--- src/rtl/input_conditioner.sv ---
// Per-channel synchroniser, debouncer and rise/fall edge detector paced by a 1 ms enable.
// Optional auto-repeat strobes are built only when INPUT_COND_AUTOREPEAT_EN is defined.
module input_conditioner #(
  parameter int               WIDTH        = 9,
  parameter int               DB_MS        = 20,
  parameter logic [WIDTH-1:0] INV_MASK     = 9'h100,
  parameter int               RPT_DELAY_MS = 500,
  parameter int               RPT_RATE_MS  = 100
) (
  input  logic             clk,
  input  logic             rst,
  input  logic             ce1ms,
  input  logic [WIDTH-1:0] raw,
  output logic [WIDTH-1:0] level,
  output logic [WIDTH-1:0] rise,
  output logic [WIDTH-1:0] fall,
  output logic [WIDTH-1:0] rpt
);

  localparam int CW = $clog2(DB_MS + 1);

  typedef enum logic {STABLE, CHANGING} db_state_t;

  if (DB_MS < 1 || RPT_DELAY_MS < 1 || RPT_RATE_MS < 1) begin : g_bad_cfg
    $error("input_conditioner: DB_MS, RPT_DELAY_MS and RPT_RATE_MS must be >= 1");
  end

  logic [WIDTH-1:0] sync1;
  logic [WIDTH-1:0] sync2;

  // Inversion happens before the synchroniser so every later stage sees 1 = active.
  always_ff @(posedge clk or negedge rst) begin
    if (!rst) begin
      sync1 <= '0;
      sync2 <= '0;
    end else begin
      sync1 <= raw ^ INV_MASK;
      sync2 <= sync1;
    end
  end

  for (genvar i = 0; i < WIDTH; i++) begin : g_ch
    db_state_t   state;
    logic [CW-1:0] cnt;
    logic        lvl_q;
    logic        rise_q;
    logic        fall_q;
    logic        accept;

    assign accept = (state == CHANGING) && (sync2[i] != lvl_q) && ce1ms &&
                    (cnt == CW'(DB_MS - 1));

    always_ff @(posedge clk or negedge rst) begin
      if (!rst) begin
        state  <= STABLE;
        cnt    <= '0;
        lvl_q  <= 1'b0;
        rise_q <= 1'b0;
        fall_q <= 1'b0;
      end else begin
        rise_q <= 1'b0;
        fall_q <= 1'b0;
        case (state)
          STABLE: begin
            cnt <= '0;
            if (sync2[i] != lvl_q) state <= CHANGING;
          end
          CHANGING: begin
            if (sync2[i] == lvl_q) begin
              state <= STABLE;
              cnt   <= '0;
            end else if (accept) begin
              lvl_q  <= ~lvl_q;
              rise_q <= ~lvl_q;
              fall_q <= lvl_q;
              cnt    <= '0;
              state  <= STABLE;
            end else if (ce1ms) begin
              cnt <= cnt + 1'b1;
            end
          end
          default: begin
            state <= STABLE;
            cnt   <= '0;
          end
        endcase
      end
    end

    assign level[i] = lvl_q;
    assign rise[i]  = rise_q;
    assign fall[i]  = fall_q;

`ifdef INPUT_COND_AUTOREPEAT_EN
    localparam int RMAX = (RPT_DELAY_MS > RPT_RATE_MS) ? RPT_DELAY_MS : RPT_RATE_MS;
    localparam int RW   = $clog2(RMAX + 1);

    logic [RW-1:0] rcnt;
    logic          first;
    logic          rpt_q;

    // The first repeat waits the long delay; later ones use the shorter rate.
    // A tick that accepts a release never also produces a repeat.
    always_ff @(posedge clk or negedge rst) begin
      if (!rst) begin
        rcnt  <= '0;
        first <= 1'b0;
        rpt_q <= 1'b0;
      end else begin
        rpt_q <= 1'b0;
        if (accept && !lvl_q) begin
          rpt_q <= 1'b1;
          rcnt  <= '0;
          first <= 1'b1;
        end else if (accept && lvl_q) begin
          rcnt  <= '0;
          first <= 1'b0;
        end else if (lvl_q && ce1ms) begin
          if (first ? (rcnt == RW'(RPT_DELAY_MS - 1)) : (rcnt == RW'(RPT_RATE_MS - 1))) begin
            rpt_q <= 1'b1;
            rcnt  <= '0;
            first <= 1'b0;
          end else begin
            rcnt <= rcnt + 1'b1;
          end
        end
      end
    end

    assign rpt[i] = rpt_q;
`endif
  end

`ifndef INPUT_COND_AUTOREPEAT_EN
  assign rpt = '0;
`endif

endmodule

--- config.mk ---
export PLATFORM = sky130hd
export DESIGN_NAME = input_conditioner
export DESIGN_NICKNAME = d
export VERILOG_FILES = /design/src/rtl/input_conditioner.sv
export SDC_FILE = /design/constraint.sdc
export NUM_CORES = 1
export LEC_CHECK = 0
export ABC_AREA = 1
export BUFFER_PORTS_ARGS = -buffer_cell sky130_fd_sc_hd__buf_2
export CAP_MARGIN = 5
export CORE_AREA = 2 2 89 91
export DETAILED_ROUTE_END_ITERATION = 8
export DIE_AREA = 0 0 91 93
export GPL_ROUTABILITY_DRIVEN = 0
export GPL_TIMING_DRIVEN = 1
export PLACE_DENSITY = 0.87
export SYNTH_ARGS = -nofsm -noshare
export SYNTH_HDL_FRONTEND = slang
export SYNTH_SLANG_ARGS = --single-unit
--- constraint.sdc ---
create_clock -name clk -period 1.8 [get_ports clk]
set_input_delay 0.36 -clock clk [delete_from_list [all_inputs] [get_ports clk]]
set_output_delay 0.36 -clock clk [all_outputs]
set_load 0.1 [all_outputs]
# Word level (Yosys, flattened, before mapping)
# Index checks and enable logic that the tools add are counted.
# classes
add_sub_neg	9
eq_ne	36
n_mux	126
bitwise_logic	28
reduce_logical	36
# op_table
operator	n
2-to-1 mux 5 bit	27
one-hot mux 5 bit (2 select lines)	9
2-to-1 mux 1 bit	81
adder 5 x 1 -> 5 bit (second input constant)	9
equality test 5 bit (second input constant)	9
!= test 4 x 2 -> 1 bit (second input constant)	9
NOT 1 bit	28
logical AND 1 bit	27
AND reduction 3 bit	9
one-hot mux 1 bit (2 select lines)	9
equality test 1 bit	9
!= test 1 bit	9
# totals
reg_bits	99
input_bits	12

# Logic depth before layout (Yosys ltp)
# Gate-level depths: netlist of run 1.
# logic_depth
depth_word	7
mapped_depth	8
depth_no_buf	8

# Worst setup path before layout of run 1
# OpenSTA, ideal clock, no wires.
# synth_path
path_type	register to register
start	register g_ch[1].cnt[0]
end	register g_ch[1].lvl_q
arrival_time_ps	1042
slack_ps	634
path_stages_with_launch	7
period_less_slack_ps	1166
path_cell_list	dfrtp_1 -> ha_1 -> nand2_1 -> nor3_2 -> inv_1 -> o21ai_0 -> nand2_1
# synth_between
elab_chain_len	3
# synth_lines
item	line	text
start, declared	44	logic [CW-1:0] cnt;
start signal, assigned	79	cnt <= cnt + 1'b1;
equality test 5 bit	51	(cnt == CW'(DB_MS - 1));
logical AND 1 bit	50	assign accept = (state == CHANGING) && (sync2[i] != lvl_q) && ce1ms &&
AND reduction 3 bit (no line)	n/a	
end signal, assigned	73	lvl_q <= ~lvl_q;
end, declared	45	logic lvl_q;
# Every way passes these cells.
# A chain may end at the register's enable or synchronous reset.

# Worst setup path in the final report of run 1
# layout_path
start	register g_ch[0].lvl_q
end	output level[0]
# layout_rtl
item	line	text
start, declared	45	
start signal, assigned	73	
end, declared	14	output logic [WIDTH-1:0] level,
# No word-level cell between the ends.

==> results of run 1 <==
## state kept, by name, indices dropped and copies added (netlist names)
name / flops
g_ch.rise_q: 9
g_ch.lvl_q: 9
sync2: 9
g_ch.fall_q: 9
g_ch.state: 9
g_ch.cnt: 45
sync1: 9
## stage by stage
| stage | power, mW | util | cells | area (um2) |
|---|---|---|---|---|
| floorplan | 2.523 | - | 516 | 4681 |
| CTS | 4.061 | 0.6639 | 640 | 4997 |
| detailed placement | 2.606 | 0.6343 | 623 | 4775 |
| finish | 4.034 | 0.6639 | 640 | 4997 |
| global route | 4.194 | 0.6639 | 640 | 4997 |
| global placement | 2.594 | 0.6343 | 623 | 4775 |
## cell families (layout without fill, tap and decap cells)
logic type / Yosys count / after routing / share of synthesized area
simple gates: 231 / 231 / 0.2394
buf+inv: 112 / 134 / 0.1211
flops: 99 / 99 / 0.5327
compound gates: 35 / 35 / 0.04224
xor+xnor: 21 / 21 / 0.03955
fa+ha+maj: 9 / 9 / 0.02421
other cells: 1 / 9 / 0.0008063
## final timing paths
path | startpoint | endpoint | slack [ps] | depth (start not counted)
worst max-delay path | g_ch[0].lvl_q | level[0] | 200 | 1
worst min-delay path | raw[2] | sync1[2] | 100 | 1
worst max register to register | g_ch[3].cnt[0] | g_ch[3].lvl_q | 430 | 6
worst min register to register | sync1[7] | sync2[7] | 350 | 0
max in group asynchronous | rst | sync1[5] | 810 | 3
min in group asynchronous | rst | g_ch[6].lvl_q | 440 | 2
## area by class of cell
class | count | area, um2 | share of cell area
Sequential cell | 99 | 2477 | 0.4957
Multi-Input combinational cell | 305 | 1640 | 0.3282
Inverter | 75 | 281.5 | 0.05633
Timing Repair Buffer | 43 | 257.7 | 0.05158
Clock buffer | 12 | 165.2 | 0.03305
Tap cell | 102 | 127.6 | 0.02554
Clock inverter | 4 | 47.55 | 0.009514
## power by group
part	total [mW]	internal, mW	switching (mW)
logic	0.265	0.0586	0.206
clock network	1.47	0.752	0.722
registers	2.30	2.27	0.0304
total	4.03	3.08	0.958
## cells in the mapped netlist (2+ instances only)
master,number
sky130_fd_sc_hd__nand2_1,137
sky130_fd_sc_hd__nand4_1,15
sky130_fd_sc_hd__inv_2,2
sky130_fd_sc_hd__a21oi_1,3
sky130_fd_sc_hd__xor2_1,15
sky130_fd_sc_hd__o21a_1,3
sky130_fd_sc_hd__nand4_4,6
sky130_fd_sc_hd__nor2_4,2
sky130_fd_sc_hd__nor3_2,2
sky130_fd_sc_hd__dfrtp_1,99
sky130_fd_sc_hd__nand3_1,35
sky130_fd_sc_hd__buf_4,36
sky130_fd_sc_hd__o21ai_0,19
sky130_fd_sc_hd__nor2_2,8
sky130_fd_sc_hd__xnor2_1,6
sky130_fd_sc_hd__nor2_1,24
sky130_fd_sc_hd__o22ai_1,9
sky130_fd_sc_hd__ha_1,9
sky130_fd_sc_hd__inv_1,73
## routing by layer
layer,global-route usage,wire length (um),up-vias
li1,-,-,1614
met1,0.2425,3366,1562
met2,0.3580,4091,106
met3,0.04271,361,20
met4,0.09975,187,0
met5,0,0,-
## what timing repair did
| item | in CTS | in global routing |
|---|---|---|
| endpoints found under the hold margin | 20 | 0 |
| buffers inserted | 0 | 0 |
| hold buffers | 1 | 0 |
==> qor.csv, run 1 <==
metric,value,unit
TritonCTS buffer count,9,
H-tree levels,3,
category of cells accounting for the largest share of critical-path delay,buffers and inverters,
post-synthesis sequential area ratio,0.5327,
buffer cell driving the clock tree root,sky130_fd_sc_hd__clkbuf_8,
number of pins exceeding their max-slew limit in the final report,0,
power density over cell area,807.2,nW/um2
count of antenna diodes in the layout,0,
aggregate negative setup slack,0,ps
clock transition at the registers of the reported paths,90,ps
post-route clock skew,7.500,ps
biggest area contributors in the synthesized netlist,"sky130_fd_sc_hd__dfrtp_1 (53%), sky130_fd_sc_hd__nand2_1 (11%), sky130_fd_sc_hd__inv_1 (5.9%)",
CP max stage cell,sky130_fd_sc_hd__buf_2,
"commonest non-fill, non-tap cells in the layout","sky130_fd_sc_hd__nand2_1 (137), sky130_fd_sc_hd__dfrtp_1 (99), sky130_fd_sc_hd__inv_1 (73), sky130_fd_sc_hd__buf_2 (37), sky130_fd_sc_hd__nand3_1 (35)",
length of the first detailed-routing pass in iterations,5,
Setup crit end kind,primary output,
Max clock buf depth,2,
post-DR wirelength/cell,12.51,um
async set-or-reset flop fraction in the synthesized netlist,1.000,
share of the synthesized area in the top cell type,0.5327,
final net count,554,
"critical path, cell by cell",buf_2,
"flops & latches, synth",99,
half-perimeter wire length after placement,5.843,mm
CTS tree,built,
"Primary FF master, synth",sky130_fd_sc_hd__dfrtp_1,
number of max-cap violations,0,
"most common cell after layout, fill and taps aside",sky130_fd_sc_hd__nand2_1,
shortest clock period the worst path allows after layout,1597,ps
part of the cycle the worst path needs,0.8875,
fraction of layout cells with a size suffix above 1,0.1468,
worst-path fanout max,5,
maximum clock rate,0.6260,GHz
worst supply voltage drop on vdd,0.0005554,V
die boundary height,93,um
standard-cell rows,32,
CTS Sinks,99,
maximum number of pins on one net before global-route repair,32,
combined global-route utilization of all metal layers,0.2048,
via count of the first global-routing pass,3249,
initial core utilization,0.6179,
worst min path class,in2reg,
status,"complete, no violations",
setup repair after global routing missed its margin,false,
number of antenna violations at the first check in global routing,0,
CP Class,reg2out,
DR DRC count,0,
startpoint type of the worst setup path,flip-flop,
post-layout worst setup margin,202.6,ps
unique cell type count in the Yosys netlist,24,
required time reported for the critical path endpoint,1440,ps
"EDFF count, synth",0,
leakage power summed over all cells,2.702,nW
# resized after CTS,0,
"worst slack, placed",295.1,ps
floorplan core area,7527,um2
Final Routed Wirelength,8.006,mm
final hold slack,104.2,ps
Synth warnings,0,
Antenna Violating Nets Remaining,0,
initial DRC count,194,
area of the die,8463,um2
Layout area overhead,7.452,%
port bufs,38,
CP peak stage delay,460,ps
top cell type by total area after synthesis,sky130_fd_sc_hd__dfrtp_1,
overall die width,91,um
vias per inst,5.159,
cell count after synthesis,508,
Worst-Skew Late Latency,360,ps
global-route wire length before repair,13.86,mm
area of the mapped netlist,4651,um2
count of buffer and inverter cells on the critical path,1,
worst endpoint data arrival time,1240,ps
fillers,569,
setup violation total in the final timing report,0,
final count of hold timing violations,0,
count of boundary I/O pins,48,
average cell area after synthesis,9.155,um2
detailed-route via count,3302,
GR Overflow Total,0,
Power figures use the tool's default switching activity.
==> inputs of run 2 (changes only) <==
SETUP_SLACK_MARGIN = 0.4   (was unset)
==> run 2 against run 1 <==
Net effect:
- cell area is 4.9% higher
- flip-flop and latch count stayed put
- cell count is 0.94% higher
- clock skew is 0.81 ps higher
- sequential power hardly changed
- core utilization is 3.2 points higher
- routed wire length is 6.1% higher
- largest power group unchanged
- first-iteration DRC count is 11% higher
- via count is 1.8% higher
- highest routed layer unchanged
- critical path depth stayed put
- critical endpoint is now level[3]
- hold slack worse by 4.8 ps
==> qor.csv, run 2 (synthesized netlist as in run 1, its figures left out) <==
metric,value,unit,change
fillers,541,,was 569
CP max stage cell,sky130_fd_sc_hd__dfrtp_1,,was sky130_fd_sc_hd__buf_2
overall die width,91,um,unchanged
flip-flop and latch area,2485,um2,was 2477 um2
CTS Sinks,99,,unchanged
number of pins exceeding their max-slew limit in the final report,0,,unchanged
category of cells accounting for the largest share of critical-path delay,flip-flops,,was buffers and inverters
"most common cell after layout, fill and taps aside",sky130_fd_sc_hd__nand2_1,,unchanged
Largest register FFs,45,,unchanged
count of antenna diodes in the layout,0,,unchanged
area of the multi-input gates,1687,um2,was 1640 um2
status,"complete, no violations",,unchanged
shortest clock period the worst path allows after layout,1386,ps,was 1597 ps
count of boundary I/O pins,48,,unchanged
worst supply voltage drop on vdd,0.0005499,V,was 0.0005554 V
leakage power summed over all cells,2.714,nW,was 2.702 nW
worst-path fanout max,4,,was 5
port bufs,38,,unchanged
number of antenna violations at the first check in global routing,0,,unchanged
H-tree levels,3,,unchanged
global-route wire length before repair,13.97,mm,was 13.86 mm
maximum number of pins on one net before global-route repair,32,,unchanged
length of the first detailed-routing pass in iterations,5,,unchanged
largest reg by FF count,g_ch.cnt,,unchanged
worst endpoint data arrival time,1030,ps,was 1240 ps
Final Routed Wirelength,8.492,mm,was 8.006 mm
final standard cell count with taps included and fillers excluded,646,,was 640
standard-cell rows,32,,unchanged
worst reg2reg path startpoint,g_ch[2].cnt[1],,was g_ch[3].cnt[0]
floorplan core area,7527,um2,unchanged
clock transition at the registers of the reported paths,80,ps,was 90 ps
final net count,560,,was 554
setup repair after global routing missed its margin,true,,was false
die boundary height,93,um,unchanged
CP Class,reg2out,,unchanged
Worst-Skew Late Latency,360,ps,about the same
DR DRC count,0,,unchanged
Max clock buf depth,2,,unchanged
Setup crit end kind,primary output,,unchanged
aggregate negative setup slack,0,ps,unchanged
final count of hold timing violations,0,,unchanged
maximum clock rate,0.7213,GHz,was 0.6260 GHz
Layout area overhead,12.70,%,was 7.452%
critical path launch point,g_ch[3].lvl_q,,was g_ch[0].lvl_q
initial DRC count,215,,was 194
combined global-route utilization of all metal layers,0.2067,,was 0.2048
number of max-cap violations,0,,unchanged
"commonest non-fill, non-tap cells in the layout","sky130_fd_sc_hd__nand2_1 (137), sky130_fd_sc_hd__dfrtp_1 (93), sky130_fd_sc_hd__inv_1 (72), sky130_fd_sc_hd__nand3_1 (35), sky130_fd_sc_hd__buf_4 (27)",,"was sky130_fd_sc_hd__nand2_1 (137), sky130_fd_sc_hd__dfrtp_1 (99), sky130_fd_sc_hd__inv_1 (73), sky130_fd_sc_hd__buf_2 (37), sky130_fd_sc_hd__nand3_1 (35)"
CTS tree,built,,unchanged
TritonCTS buffer count,9,,unchanged
via count of the first global-routing pass,3281,,was 3249
fraction of layout cells with a size suffix above 1,0.1765,,was 0.1468
half-perimeter wire length after placement,5.843,mm,unchanged
Antenna Violating Nets Remaining,0,,unchanged
initial core utilization,0.6179,,unchanged
required time reported for the critical path endpoint,1440,ps,about the same
buffer cell driving the clock tree root,sky130_fd_sc_hd__clkbuf_8,,unchanged
detailed-route via count,3362,,was 3302
count of buffer and inverter cells on the critical path,1,,unchanged
area of the die,8463,um2,unchanged
CP peak stage delay,460,ps,about the same
"critical path, cell by cell",buf_12,,was buf_2
post-DR wirelength/cell,13.15,um,was 12.51 um
worst min path class,in2reg,,unchanged
vias per inst,5.204,,was 5.159
startpoint type of the worst setup path,flip-flop,,unchanged
post-route clock skew,8.306,ps,was 7.500 ps
critical hold path startpoint,raw[4],,was raw[2]
DP Cell Count,623,,unchanged
part of the cycle the worst path needs,0.7702,,was 0.8875
power density over cell area,771.7,nW/um2,was 807.2 nW/um2
GR Overflow Total,0,,unchanged
setup violation total in the final timing report,0,,unchanged
run 2: cell count changes in the layout (fill, tap and decap cells not counted), moves of 4 or more:
cell                      change
sky130_fd_sc_hd__buf_2       -27
sky130_fd_sc_hd__buf_4       +24
sky130_fd_sc_hd__buf_8        +7
sky130_fd_sc_hd__dfrtp_1      -6
sky130_fd_sc_hd__dfrtp_2      +6
sky130_fd_sc_hd__ha_1         -4
run 2: per-layer routing:
metal / GRT usage / vias up / share of wire / routed length [um]
met1: 0.2425 / 1611 / 0.41 / 3495
li1: - / 1627 / - / -
met3: 0.04351 / 21 / 0.037 / 311
met2: 0.3636 / 103 / 0.53 / 4466
met5: 0 / - / 0 / 0
met4: 0.1010 / 0 / 0.026 / 218
run 2: layout make-up:
cell class              instances  area share
flip-flops and latches         99      0.4741
multi-input cells             305      0.3218
repair buffers                 49     0.08546
inverters                      75     0.05371
clock buffers                  12     0.03151
well taps                     102     0.02435
clock inverters                 4    0.009071
run 2: stage by stage:
step	setup WS, ps	power (mW)	instance area, um2	hold slack [ps]	utilization
detailed placement	295.1	2.606	4775	276.7	0.6343
global route	358.0	4.206	5241	83.17	0.6963
global placement	350.6	2.594	4775	278.8	0.6343
finish	413.6	4.045	5241	99.35	0.6963
floorplan	634.5	2.523	4681	64.41	-
CTS	332.6	4.061	5099	92.33	0.6774
run 2: worst paths after layout:
check / endpoint / slack (ps) / depth (start not counted)
max in group asynchronous: g_ch[2].lvl_q / 800 / 3
worst min-delay path: sync1[4] / 100 / 1
worst min register to register: sync2[7] / 350 / 0
min in group asynchronous: g_ch[0].rise_q / 430 / 2
worst max-delay path: level[3] / 410 / 1
worst max register to register: g_ch[2].lvl_q / 470 / 7
run 2: what timing repair did:
item / in CTS / in global routing
hold endpoints to repair: 20 / 0
hold buffers: 1 / 0
gates resized for setup: 36 / 28
endpoints found under the setup margin: 27 / 22
setup buffers: 0 / 6
pin swaps: 0 / 7
run 2: report_power, final:
part | total, mW | internal (mW) | switching [mW]
Combinational | 0.272 | 0.0623 | 0.210
Sequential | 2.30 | 2.27 | 0.0320
Clock | 1.48 | 0.751 | 0.724
